`src/rtl/tlb_op_ctrl.sv`:
```
// ---------------------------------------------------------------------------
// tlb_op_ctrl
//
// Purpose:
//   Sequences the four MIPS TLB instructions (TLBP, TLBR, TLBWI, TLBWR)
//   against a TLB that offers a combinational search port, a combinational
//   read port and a synchronous write port. Each request goes through
//   IDLE -> EXEC -> DONE -> IDLE. The TLB is accessed in EXEC, and the
//   op_done pulse comes in DONE.
//
// Optional feature:
//   TLB_RANDOM_EN : adds the CP0 Random counter and its rand_index output,
//                   and makes TLBWR write at the Random index. Without it,
//                   TLBWR completes with normal done timing. It does not
//                   write and does not write back.
//
// Ports:
//   clk, resetn              clock, asynchronous active-low reset
//   op_valid/op_code         request handshake and instruction
//   op_ready/op_done         accept indication, one-cycle completion pulse
//   cp0_entryhi/lo0/lo1      CP0 EntryHi / EntryLo0 / EntryLo1 values
//   cp0_index                CP0 Index value
//   wb_en, wb_*              write-back of TLBR / TLBP results to CP0
//   s_vpn2/s_odd_page/s_asid search request; s_found/s_index search result
//   r_index/r_data           read port
//   we/w_index/w_data        write port
//   rand_index               current Random value (TLB_RANDOM_EN only)
// ---------------------------------------------------------------------------
module tlb_op_ctrl #(
  parameter  int TLB_NUM = 16,
  localparam int IW      = $clog2(TLB_NUM)
) (
  input  logic          clk,
  input  logic          resetn,
  input  logic          op_valid,
  input  logic [1:0]    op_code,
  output logic          op_ready,
  output logic          op_done,
  input  logic [26:0]   cp0_entryhi,
  input  logic [25:0]   cp0_entrylo0,
  input  logic [25:0]   cp0_entrylo1,
  input  logic [IW-1:0] cp0_index,
  output logic          wb_en,
  output logic [26:0]   wb_entryhi,
  output logic [25:0]   wb_entrylo0,
  output logic [25:0]   wb_entrylo1,
  output logic          wb_probe_miss,
  output logic [IW-1:0] wb_index,
  output logic [18:0]   s_vpn2,
  output logic          s_odd_page,
  output logic [7:0]    s_asid,
  input  logic          s_found,
  input  logic [IW-1:0] s_index,
  output logic [IW-1:0] r_index,
  input  logic [77:0]   r_data,
`ifdef TLB_RANDOM_EN
  output logic [IW-1:0] rand_index,
`endif
  output logic          we,
  output logic [IW-1:0] w_index,
  output logic [77:0]   w_data
);

  localparam logic [1:0] S_IDLE = 2'd0;
  localparam logic [1:0] S_EXEC = 2'd1;
  localparam logic [1:0] S_DONE = 2'd2;

  localparam logic [1:0] OP_TLBP  = 2'b00;
  localparam logic [1:0] OP_TLBR  = 2'b01;
  localparam logic [1:0] OP_TLBWI = 2'b10;
`ifdef TLB_RANDOM_EN
  localparam logic [1:0] OP_TLBWR = 2'b11;
`endif

  logic [1:0]    r_state;
  logic [1:0]    r_op;
  logic [26:0]   r_hi;
  logic [25:0]   r_lo0;
  logic [25:0]   r_lo1;
  logic [IW-1:0] r_idx;
  logic [IW-1:0] r_wIdx;

  logic          w_accept;
  logic          w_curWrite;
  logic [IW-1:0] w_wrIdx;

  assign w_accept = op_valid & (r_state == S_IDLE);

`ifdef TLB_RANDOM_EN
  logic [IW-1:0] r_rand;
  logic [IW-1:0] w_randNext;

  // Random counts down every cycle and wraps from 0 to TLB_NUM-1.
  assign w_randNext = (r_rand == '0) ? IW'(TLB_NUM - 1) : (r_rand - 1'b1);

  always_ff @(posedge clk or negedge resetn) begin
    if (!resetn) r_rand <= IW'(TLB_NUM - 1);
    else         r_rand <= w_randNext;
  end

  assign rand_index = r_rand;

  // The EXEC cycle follows the accept edge, so its Random value is the
  // decremented value seen at accept time.
  assign w_wrIdx    = (op_code == OP_TLBWR) ? w_randNext : cp0_index;
  assign w_curWrite = (r_op == OP_TLBWI) | (r_op == OP_TLBWR);
`else
  assign w_wrIdx    = cp0_index;
  assign w_curWrite = (r_op == OP_TLBWI);
`endif

  // Three-state sequencer. A reset aborts any operation, so an interrupted
  // write or done pulse never happens.
  always_ff @(posedge clk or negedge resetn) begin
    if (!resetn) begin
      r_state <= S_IDLE;
    end else begin
      case (r_state)
        S_IDLE:  if (op_valid) r_state <= S_EXEC;
        S_EXEC:  r_state <= S_DONE;
        default: r_state <= S_IDLE;
      endcase
    end
  end

  // Request latches. They are only written on the accept cycle, so the TLB
  // port values derived from them hold while the controller is idle.
  always_ff @(posedge clk or negedge resetn) begin
    if (!resetn) begin
      r_op   <= '0;
      r_hi   <= '0;
      r_lo0  <= '0;
      r_lo1  <= '0;
      r_idx  <= '0;
      r_wIdx <= '0;
    end else if (w_accept) begin
      r_op   <= op_code;
      r_hi   <= cp0_entryhi;
      r_lo0  <= cp0_entrylo0;
      r_lo1  <= cp0_entrylo1;
      r_idx  <= cp0_index;
      r_wIdx <= w_wrIdx;
    end
  end

  // Capture the search or read result at the end of EXEC. It becomes the
  // write-back data presented during DONE.
  always_ff @(posedge clk or negedge resetn) begin
    if (!resetn) begin
      wb_entryhi    <= '0;
      wb_entrylo0   <= '0;
      wb_entrylo1   <= '0;
      wb_probe_miss <= 1'b0;
      wb_index      <= '0;
    end else if (r_state == S_EXEC) begin
      if (r_op == OP_TLBP) begin
        wb_probe_miss <= ~s_found;
        wb_index      <= s_found ? s_index : r_idx;
      end
      if (r_op == OP_TLBR) begin
        wb_entryhi  <= r_data[77:51];
        wb_entrylo0 <= {r_data[49:25], r_data[50]};
        wb_entrylo1 <= {r_data[24:0],  r_data[50]};
      end
    end
  end

  assign op_ready   = (r_state == S_IDLE);
  assign op_done    = (r_state == S_DONE);
  assign wb_en      = (r_state == S_DONE) & ((r_op == OP_TLBP) | (r_op == OP_TLBR));
  assign we         = (r_state == S_EXEC) & w_curWrite;

  assign s_vpn2     = r_hi[26:8];
  assign s_asid     = r_hi[7:0];
  assign s_odd_page = 1'b0;
  assign r_index    = r_idx;

  // A TLB entry is global only if both halves say so. The EntryLo fields
  // above the G bit map directly onto the per-page entry fields.
  assign w_index    = r_wIdx;
  assign w_data     = {r_hi, r_lo0[0] & r_lo1[0], r_lo0[25:1], r_lo1[25:1]};

endmodule
```
`config.mk`:
```
export PLATFORM = sky130hd
export DESIGN_NAME = tlb_op_ctrl
export DESIGN_NICKNAME = d
export VERILOG_FILES = /design/src/rtl/tlb_op_ctrl.sv
export SDC_FILE = /design/constraint.sdc
export NUM_CORES = 1
export LEC_CHECK = 0
export BUFFER_PORTS_ARGS = -buffer_cell sky130_fd_sc_hd__buf_2
export CAP_MARGIN = 5
export CORE_AREA = 2 2 161 131
export CTS_BUF_LIST = sky130_fd_sc_hd__clkbuf_16
export DETAILED_ROUTE_END_ITERATION = 7
export DIE_AREA = 0 0 163 133
export GPL_ROUTABILITY_DRIVEN = 0
export PLACE_DENSITY = 0.65
export SETUP_SLACK_MARGIN = 0.02
export SLEW_MARGIN = 20
export SYNTH_ARGS = -nofsm -noshare
export SYNTH_HDL_FRONTEND = slang
export SYNTH_SLANG_ARGS = --single-unit
```
`constraint.sdc`:
```
create_clock -name clk -period 2.14 [get_ports clk]
set_clock_uncertainty 0.15 [all_clocks]
set_input_delay 0.107 -clock clk [delete_from_list [all_inputs] [get_ports clk]]
set_output_delay 0.107 -clock clk [all_outputs]
set_load 0.02 [all_outputs]
```
After elaboration in Yosys (flattened, before gate mapping)
Cells that the tools add are included.
{ "totals": {"register_bits": 171, "input_bits": 171} }
{ "op_classes": {"n_eq_ne": 5, "muxes": 3, "bitwise": 6, "n_reduce_logical": 4} }
{ "op_table": {"columns": ["op", "count"], "rows": [
  ["$and 1x1->1", 4],
  ["$eq 2x1->1 const B", 2],
  ["$eq 2x2->1 const B", 2],
  ["$logic_not 2->1", 2],
  ["$mux 4", 1],
  ["$pmux 2 s2", 1],
  ["$reduce_and 2->1", 2],
  ["$mux 2", 1],
  ["$ne 2x2->1 const B", 1],
  ["$not 1->1", 1],
  ["$or 1x1->1", 1]
]} }

Longest topological paths before layout
Gate-level depths: netlist of run 1.
{ "logic_depth": {"ltp_word": 3, "ltp_mapped": 5, "mapped_depth_nobuf": 2} }

Least setup slack after synthesis of run 1
OpenSTA, ideal clock, no wires.
{ "synth_timing": {"path_kind": "flip-flop to flip-flop", "from": "reg r_state[1]", "to": "reg r_hi[0]", "setup_ns": 0.125, "arrival_time_ns": 1.407, "required_ns": 1.865, "slack_ns": 0.458, "path_stages_with_launch": 5, "n_path_buf": 2, "path_cell_list": "dfrtp_1 nor3b_2 buf_2 buf_4 mux2_2"} }
{ "synth_via": {"elab_chain_cells": 2} }
{ "synth_rtl": {"columns": ["element", "line_no", "text"], "rows": [
  ["start: declaration", "75", "logic [1:0] r_state;"],
  ["start signal: assignment", "116", "r_state <= S_IDLE;"],
  ["start signal: assignment", "119", "S_IDLE: if (op_valid) r_state <= S_EXEC;"],
  ["start signal: assignment", "120", "S_EXEC: r_state <= S_DONE;"],
  ["$logic_not 2->1", "87", "assign w_accept = op_valid & (r_state == S_IDLE);"],
  ["$and 1x1->1", "87", null],
  ["end signal: assignment", "138", "r_hi <= cp0_entryhi;"],
  ["end: declaration", "77", "logic [26:0] r_hi;"]
]} }
No other way between the ends.
A chain may end at the register's enable or synchronous reset.

Worst setup path after layout of run 1
{ "layout_timing": {"from": "reg r_state[1]", "to": "reg wb_entrylo1[23]"} }
{ "layout_via": {"elab_chain_cells": 2} }
{ "layout_rtl": {"columns": ["element", "line_no", "text"], "rows": [
  ["$eq 2x1->1", "155", "end else if (r_state == S_EXEC) begin"],
  ["$reduce_and 2->1 (no source line)", null, null],
  ["end signal: assignment", "163", "wb_entrylo1 <= {r_data[24:0], r_data[50]};"],
  ["end: declaration", "46", "output logic [25:0] wb_entrylo1,"]
]} }
No other way between the ends.

==> results of run 1 <==
## cells in the mapped netlist
master / count / area [sq um]
mux2_4: 20 / 300
inv_1: 1 / 3.75
and2_1: 1 / 6.26
nor3b_2: 1 / 12.5
mux2i_1: 1 / 10.0
nor2b_1: 2 / 12.5
conb_1: 1 / 3.75
buf_2: 10 / 50.1
and4bb_1: 1 / 12.5
buf_4: 87 / 653
nor4b_4: 1 / 23.8
and2b_1: 1 / 7.51
nor2_1: 1 / 3.75
dfrtp_1: 170 / 4250
mux2_2: 151 / 1700
buf_6: 4 / 45.0
and3b_1: 1 / 8.76
## final cells by class
cell class              count  area (sq um)
flip-flops and latches    170          4250
multi-input cells         182          2110
fillers                  1666          9280
clock buffers              17           425
inverters                   1          3.75
well taps                 269           337
clock inverters            14           160
repair buffers            550          3720
## stage by stage
stage	utilization	setup WS, ns	power, mW
after global placement	0.430	0.375	10.2
after CTS	0.543	0.349	13.7
final	0.543	0.356	13.6
after detailed placement	0.430	0.346	10.3
after floorplan	-	0.458	8.85
after global routing	0.543	0.277	14.3
## registers in the layout, indices dropped and copies added (netlist names), 4 cells and up
name	count
r_hi	27
wb_entryhi	27
r_lo0	26
r_lo1	26
wb_entrylo0	26
wb_entrylo1	25
w_index	4
wb_index	4
## worst max-delay path: stages, from the launching register on
cell and delay (ns):
dfrtp_1 0.46, and4bb_4 0.47, buf_12 0.22, mux2_2 0.35
## logic make-up (layout without fill, tap and decap cells)
kind of cell	after synthesis	in the layout	share of synthesized area
other	1	1	0.000528
buffers and inverters	102	582	0.106
muxes	172	172	0.283
and+or+nand+nor	9	9	0.0123
DFF	170	170	0.598
## how the worst max path moves through the flow
stage	end	start
after floorplan	r_hi[0]	r_state[1]
after CTS	wb_entrylo1[23]	r_state[1]
after detailed placement	wb_entrylo1[16]	r_state[1]
after global placement	wb_entrylo0[13]	r_state[1]
final	wb_entrylo1[23]	r_state[1]
after global routing	r_lo1[7]	r_state[1]
## metal layers
metal,vias up,wire [microns]
met5,-,0
met4,0,480
met3,35,1210
met2,238,9620
met1,2563,7160
li1,2424,-
## where the power goes
| part | leakage, nW | internal (mW) | switching (mW) |
|---|---|---|---|
| combinational | 3.03 | 2.38 | 3.01 |
| sequential | 2.01 | 4.43 | 0.674 |
| clock | 0.286 | 1.75 | 1.33 |
| total | 5.33 | 8.55 | 5.02 |
==> out/metrics.yaml, run 1 <==
worst_hold_path:
  hold_path_class: "in -> async"
power_and_ir_drop:
  ir_drop_uv: 719
  p_leak_nw: 5.33
  p_per_area_nw_per_um2: 1230
critical_path:
  end_kind: "flip-flop"
  arrival_ns: 1.93
  worstReg2RegEnd: "wb_entrylo1[23]"
  critPathKind: "reg -> reg"
  crit_path_start_kind: "flip-flop"
  r2r_setup_slack_ns: 0.36
  worst-r2r-cell-count: 3
  regToRegStartpoint: "r_state[1]"
  required_ns: 2.28
  crit_fanout: 25
clock_tree:
  cts_buffers: 17
  clock_path_buffers: 2
  cts_setup_buffers: 0
  clkTransAtPathRegs_ns: 0.07
  cts-root-buf: "clkbuf_16"
  htreeDepth: 4
  worstSkewPairLatency_ns: 0.41
  postCtsHoldBufs: 169
  cts_tree: "yes"
  cts_resized: 0
  numClockSinks: 170
die:
  core_area_sq_um: 20300
  die_x_microns: 163
  initial_utilization: 0.350
  fp.dieArea_sq_um: 21700
  fp.dieH_microns: 133
  row_count: 47
  ioPinCount: 373
synth:
  synth_seq_cells: 170
  yosysUniqueCellTypes: 17
  postSynthAreaPerCell_sq_um: 15.7
  synth_nets: 625
  yosys_warnings: 0
  ys_seq_area_frac: 0.598
  synthCells: 454
  synth_area_sq_um: 7110
detailed_routing:
  vias_per_cell: 4.37
  drc: 0
  vias: 5260
  drtPass1Iterations: 4
  routed_wirelength_microns: 18500
  ant_nets: 0
  drt_iter0_drc: 177
  wl_per_cell_microns: 15.4
sta:
  rsz0062_at_grt: "false"
  timing.slew.headroom: 0.636
  setup_viol: 0
  period_share: 0.834
  holdWs_ns: 0.0911
  tns_ns: 0
  fmax_mhz: 561
  slew_violations: 0
  worst_slew_pin_slew_ns: 0.546
  hold_viol_final: 0
  finalWorstPathRequiredPeriod_ns: 1.78
layout:
  stdcell_area_sq_um: 11000
  mostFrequentLayoutCells: "370 x buf_2, 170 x dfrtp_1, 169 x dlygate4sd3_1"
  drive_gt1_frac: 0.626
  syn_to_final_growth_pct: 54.9
  diodes: 0
  final_common_cell: "buf_2"
  nets: 1093
  fin_cells: 1203
global_route:
  grt_util_met3: 0.0442
  grt_max_degree: 68
  grt_pass1_vias: 5711
  busiest_layer: "met2"
  grt_pass1_wl_microns: 29100
  globalRouteMet2Util: 0.309
  grt_util_met1: 0.190
  overflow: 0
  antenna_found_initial: 0
  grt_usage: 0.170
place:
  hpwl_microns: 12000
  dp_cells: 1003
  dpl-instance-area_sq_um: 8730
  port_buffers: 371
run_status:
  run_status: "completed"
run:
  max-cap-violations: 0
Note: power is estimated with default switching activity, not from simulation.
==> run 2: changes to the inputs <==
==> constraint.sdc (replaced) <==
create_clock -name clk -period 1.74 [get_ports clk]
set_clock_uncertainty 0.15 [all_clocks]
set_input_delay 0.087 -clock clk [delete_from_list [all_inputs] [get_ports clk]]
set_output_delay 0.087 -clock clk [all_outputs]
set_load 0.02 [all_outputs]
==> out/metrics.yaml, run 2 (synthesis gave the netlist of run 1 again) <==
run_status:
  run_status: "completed"
sta:
  tns_ns: 0  # unchanged
  period_share: 0.992  # +0.158
  setup_viol: 0  # unchanged
  finalWorstPathRequiredPeriod_ns: 1.73  # -0.0577 ns
  rsz0062_at_grt: "true"
  timing.final.ws_setup_ns: 0.0138  # -0.342 ns
  hold_viol_final: 0  # unchanged
  holdWs_ns: 0.114  # +0.0228 ns
  slew_violations: 0  # unchanged
  fmax_mhz: 579  # +3.3%
clock_tree:
  cts_buffers: 17  # unchanged
  clock_path_buffers: 2  # unchanged
  numClockSinks: 170  # unchanged
  worstSkewPairLatency_ns: 0.41  # about the same
  clkTransAtPathRegs_ns: 0.07  # about the same
  cts-root-buf: "clkbuf_16"
  cts_tree: "yes"
  htreeDepth: 4  # unchanged
die:
  die_x_microns: 163  # unchanged
  fp.dieArea_sq_um: 21700  # unchanged
  initial_utilization: 0.350  # unchanged
  ioPinCount: 373  # unchanged
  core_area_sq_um: 20300  # unchanged
  fp.dieH_microns: 133  # unchanged
  row_count: 47  # unchanged
critical_path:
  worst-r2r-cell-count: 3  # unchanged
  end_kind: "flip-flop"
  critPathKind: "reg -> reg"
  worst_path_max_delay_cell: "and4bb_4"
  crit_chain: "and4bb_4, buf_12, mux2_2"
  regToRegStartpoint: "r_state[1]"
  arrival_ns: 1.88  # -0.05 ns
  worstReg2RegEnd: "wb_entrylo1[8]"
  required_ns: 1.89  # -0.39 ns
  slowest_delay_ns: 0.44  # -0.03 ns
  crit_fanout: 27  # +8.0%
  r2r_setup_slack_ns: 0.01  # -0.34 ns
  crit_path_start_kind: "flip-flop"
power_and_ir_drop:
  ir_drop_uv: 910  # +27%
  intPower_mw: 10.5  # +22%
  p_sw_frac: 0.374  # +0.00394
  switchingPower_mw: 6.25  # +25%
  p_per_area_nw_per_um2: 1500  # +21%
  p_seq_frac: 0.374  # -0.002
  p_clk_frac: 0.219  # -0.008
  p_leak_nw: 5.43  # +1.9%
  comb_power_share: 0.407  # +0.010
layout:
  drive_gt1_frac: 0.637  # +0.0103
  seqCellArea_sq_um: 4260  # about the same
  reg.largest.list: "r_hi (27), wb_entryhi (27)"
  fillCellCount: 1649  # -1.0%
  syn_to_final_growth_pct: 57.2
  final_common_cell: "buf_2"
  nets: 1114  # +1.9%
  multi_input_comb_area_sq_um: 2130  # +0.83%
  mostFrequentLayoutCells: "368 x buf_2, 170 x dlygate4sd3_1, 169 x dfrtp_1"
global_route:
  grt_pass1_vias: 5816  # +1.8%
  antenna_found_initial: 1  # +1
  grt_max_degree: 57  # -16%
  grt_pass1_wl_microns: 29600  # +1.8%
  overflow: 0  # unchanged
  grt_usage: 0.173  # +0.00364
run:
  max-cap-violations: 0  # unchanged
detailed_routing:
  drtPass1Iterations: 4  # unchanged
  ant_nets: 0  # unchanged
  drt_iter0_drc: 199  # +12%
  vias_per_cell: 4.34  # -0.73%
  wl_per_cell_microns: 15.6  # +1.3%
  vias: 5317  # +1.1%
  routed_wirelength_microns: 19100  # +3.2%
  drc: 0  # unchanged
worst_hold_path:
  whs_path_depth: 4
  hold_path_class: "in -> reg"
  holdPathEnd: "r_state[0]"
  hp-start: "op_valid"
place:
  hpwl_microns: 12300  # +2.6%
  dp_slack_ns: 0.0329  # -0.314 ns
  port_buffers: 371  # unchanged
[run 2: cell types whose count changed in the layout (fill, tap and decap cells not counted), sizes merged]
cell	change
dlygate4sd3	+1
inv	+1
clkinvlp	+1
bufinv	-1
diode	+1
clkinv	-1
buf	+20
[run 2: area by class of cell]
cell class,instances,area share
sequential,170,0.381
timing repair buffer,571,0.348
multi-input combinational,182,0.191
clock buffer,17,0.0381
tap,269,0.0301
clock inverter,14,0.0123
inverter,1,0.000336
antenna,1,0.000224
[run 2: metal layers]
| metal | vias up | GRT usage | routed length, microns |
|---|---|---|---|
| li1 | 2453 | - | - |
| met1 | 2591 | 0.196 | 7450 |
| met2 | 236 | 0.310 | 9820 |
| met3 | 37 | 0.0451 | 1210 |
| met4 | 0 | 0.0718 | 576 |
| met5 | - | 0 | 0 |
[run 2: how the worst max path moves through the flow]
stage | start | endpoint | slack, ns | cells past startpoint
CTS | r_state[1] | we | -0.009 | 4
finish | r_state[1] | wb_entrylo1[8] | 0.01 | 3
global route | r_state[1] | we | -0.03 | 4
global placement | r_state[1] | wb_index[0] | 0.06 | 4
detailed placement | r_state[1] | wb_index[1] | 0.03 | 4
floorplan | r_state[1] | r_hi[0] | 0.06 | 4
[run 2: timing repair]
item | in CTS | in global routing
hold endpoints to repair | 338 | 0
setup buffers | 0 | 1
pin swaps | 1 | 1
setup endpoints to repair | 1 | 76
gates resized for setup | 3 | 9
hold buffers | 170 | 0
[run 2: power groups by stage]
stage	clock network, mW	registers [mW]	logic [mW]
2_1_floorplan	0	7.69	3.20
5_1_grt	3.99	6.46	7.17
4_1_cts	3.80	6.21	6.76
3_3_place_gp	0	6.22	6.39
3_5_place_dp	0	6.27	6.45
6_report	3.67	6.25	6.81
[run 2: critical path, delay by kind of cell, from the launching register on]
family / cells / cell delay (ns)
AND/OR/NAND/NOR: 1 / 0.44
flip-flops: 1 / 0.43
multiplexers: 1 / 0.36
buffers and inverters: 1 / 0.22
[run 2: through the flow]
step           power (mW)  utilization  instance area [sq um]  instances
3_3_place_gp         12.6        0.437                   8860       1022
5_1_grt              17.6        0.551                  11200       1225
2_1_floorplan        10.9            -                   7110        454
3_5_place_dp         12.7        0.437                   8860       1022
6_report             16.7        0.551                  11200       1225
4_1_cts              16.8        0.549                  11100       1223
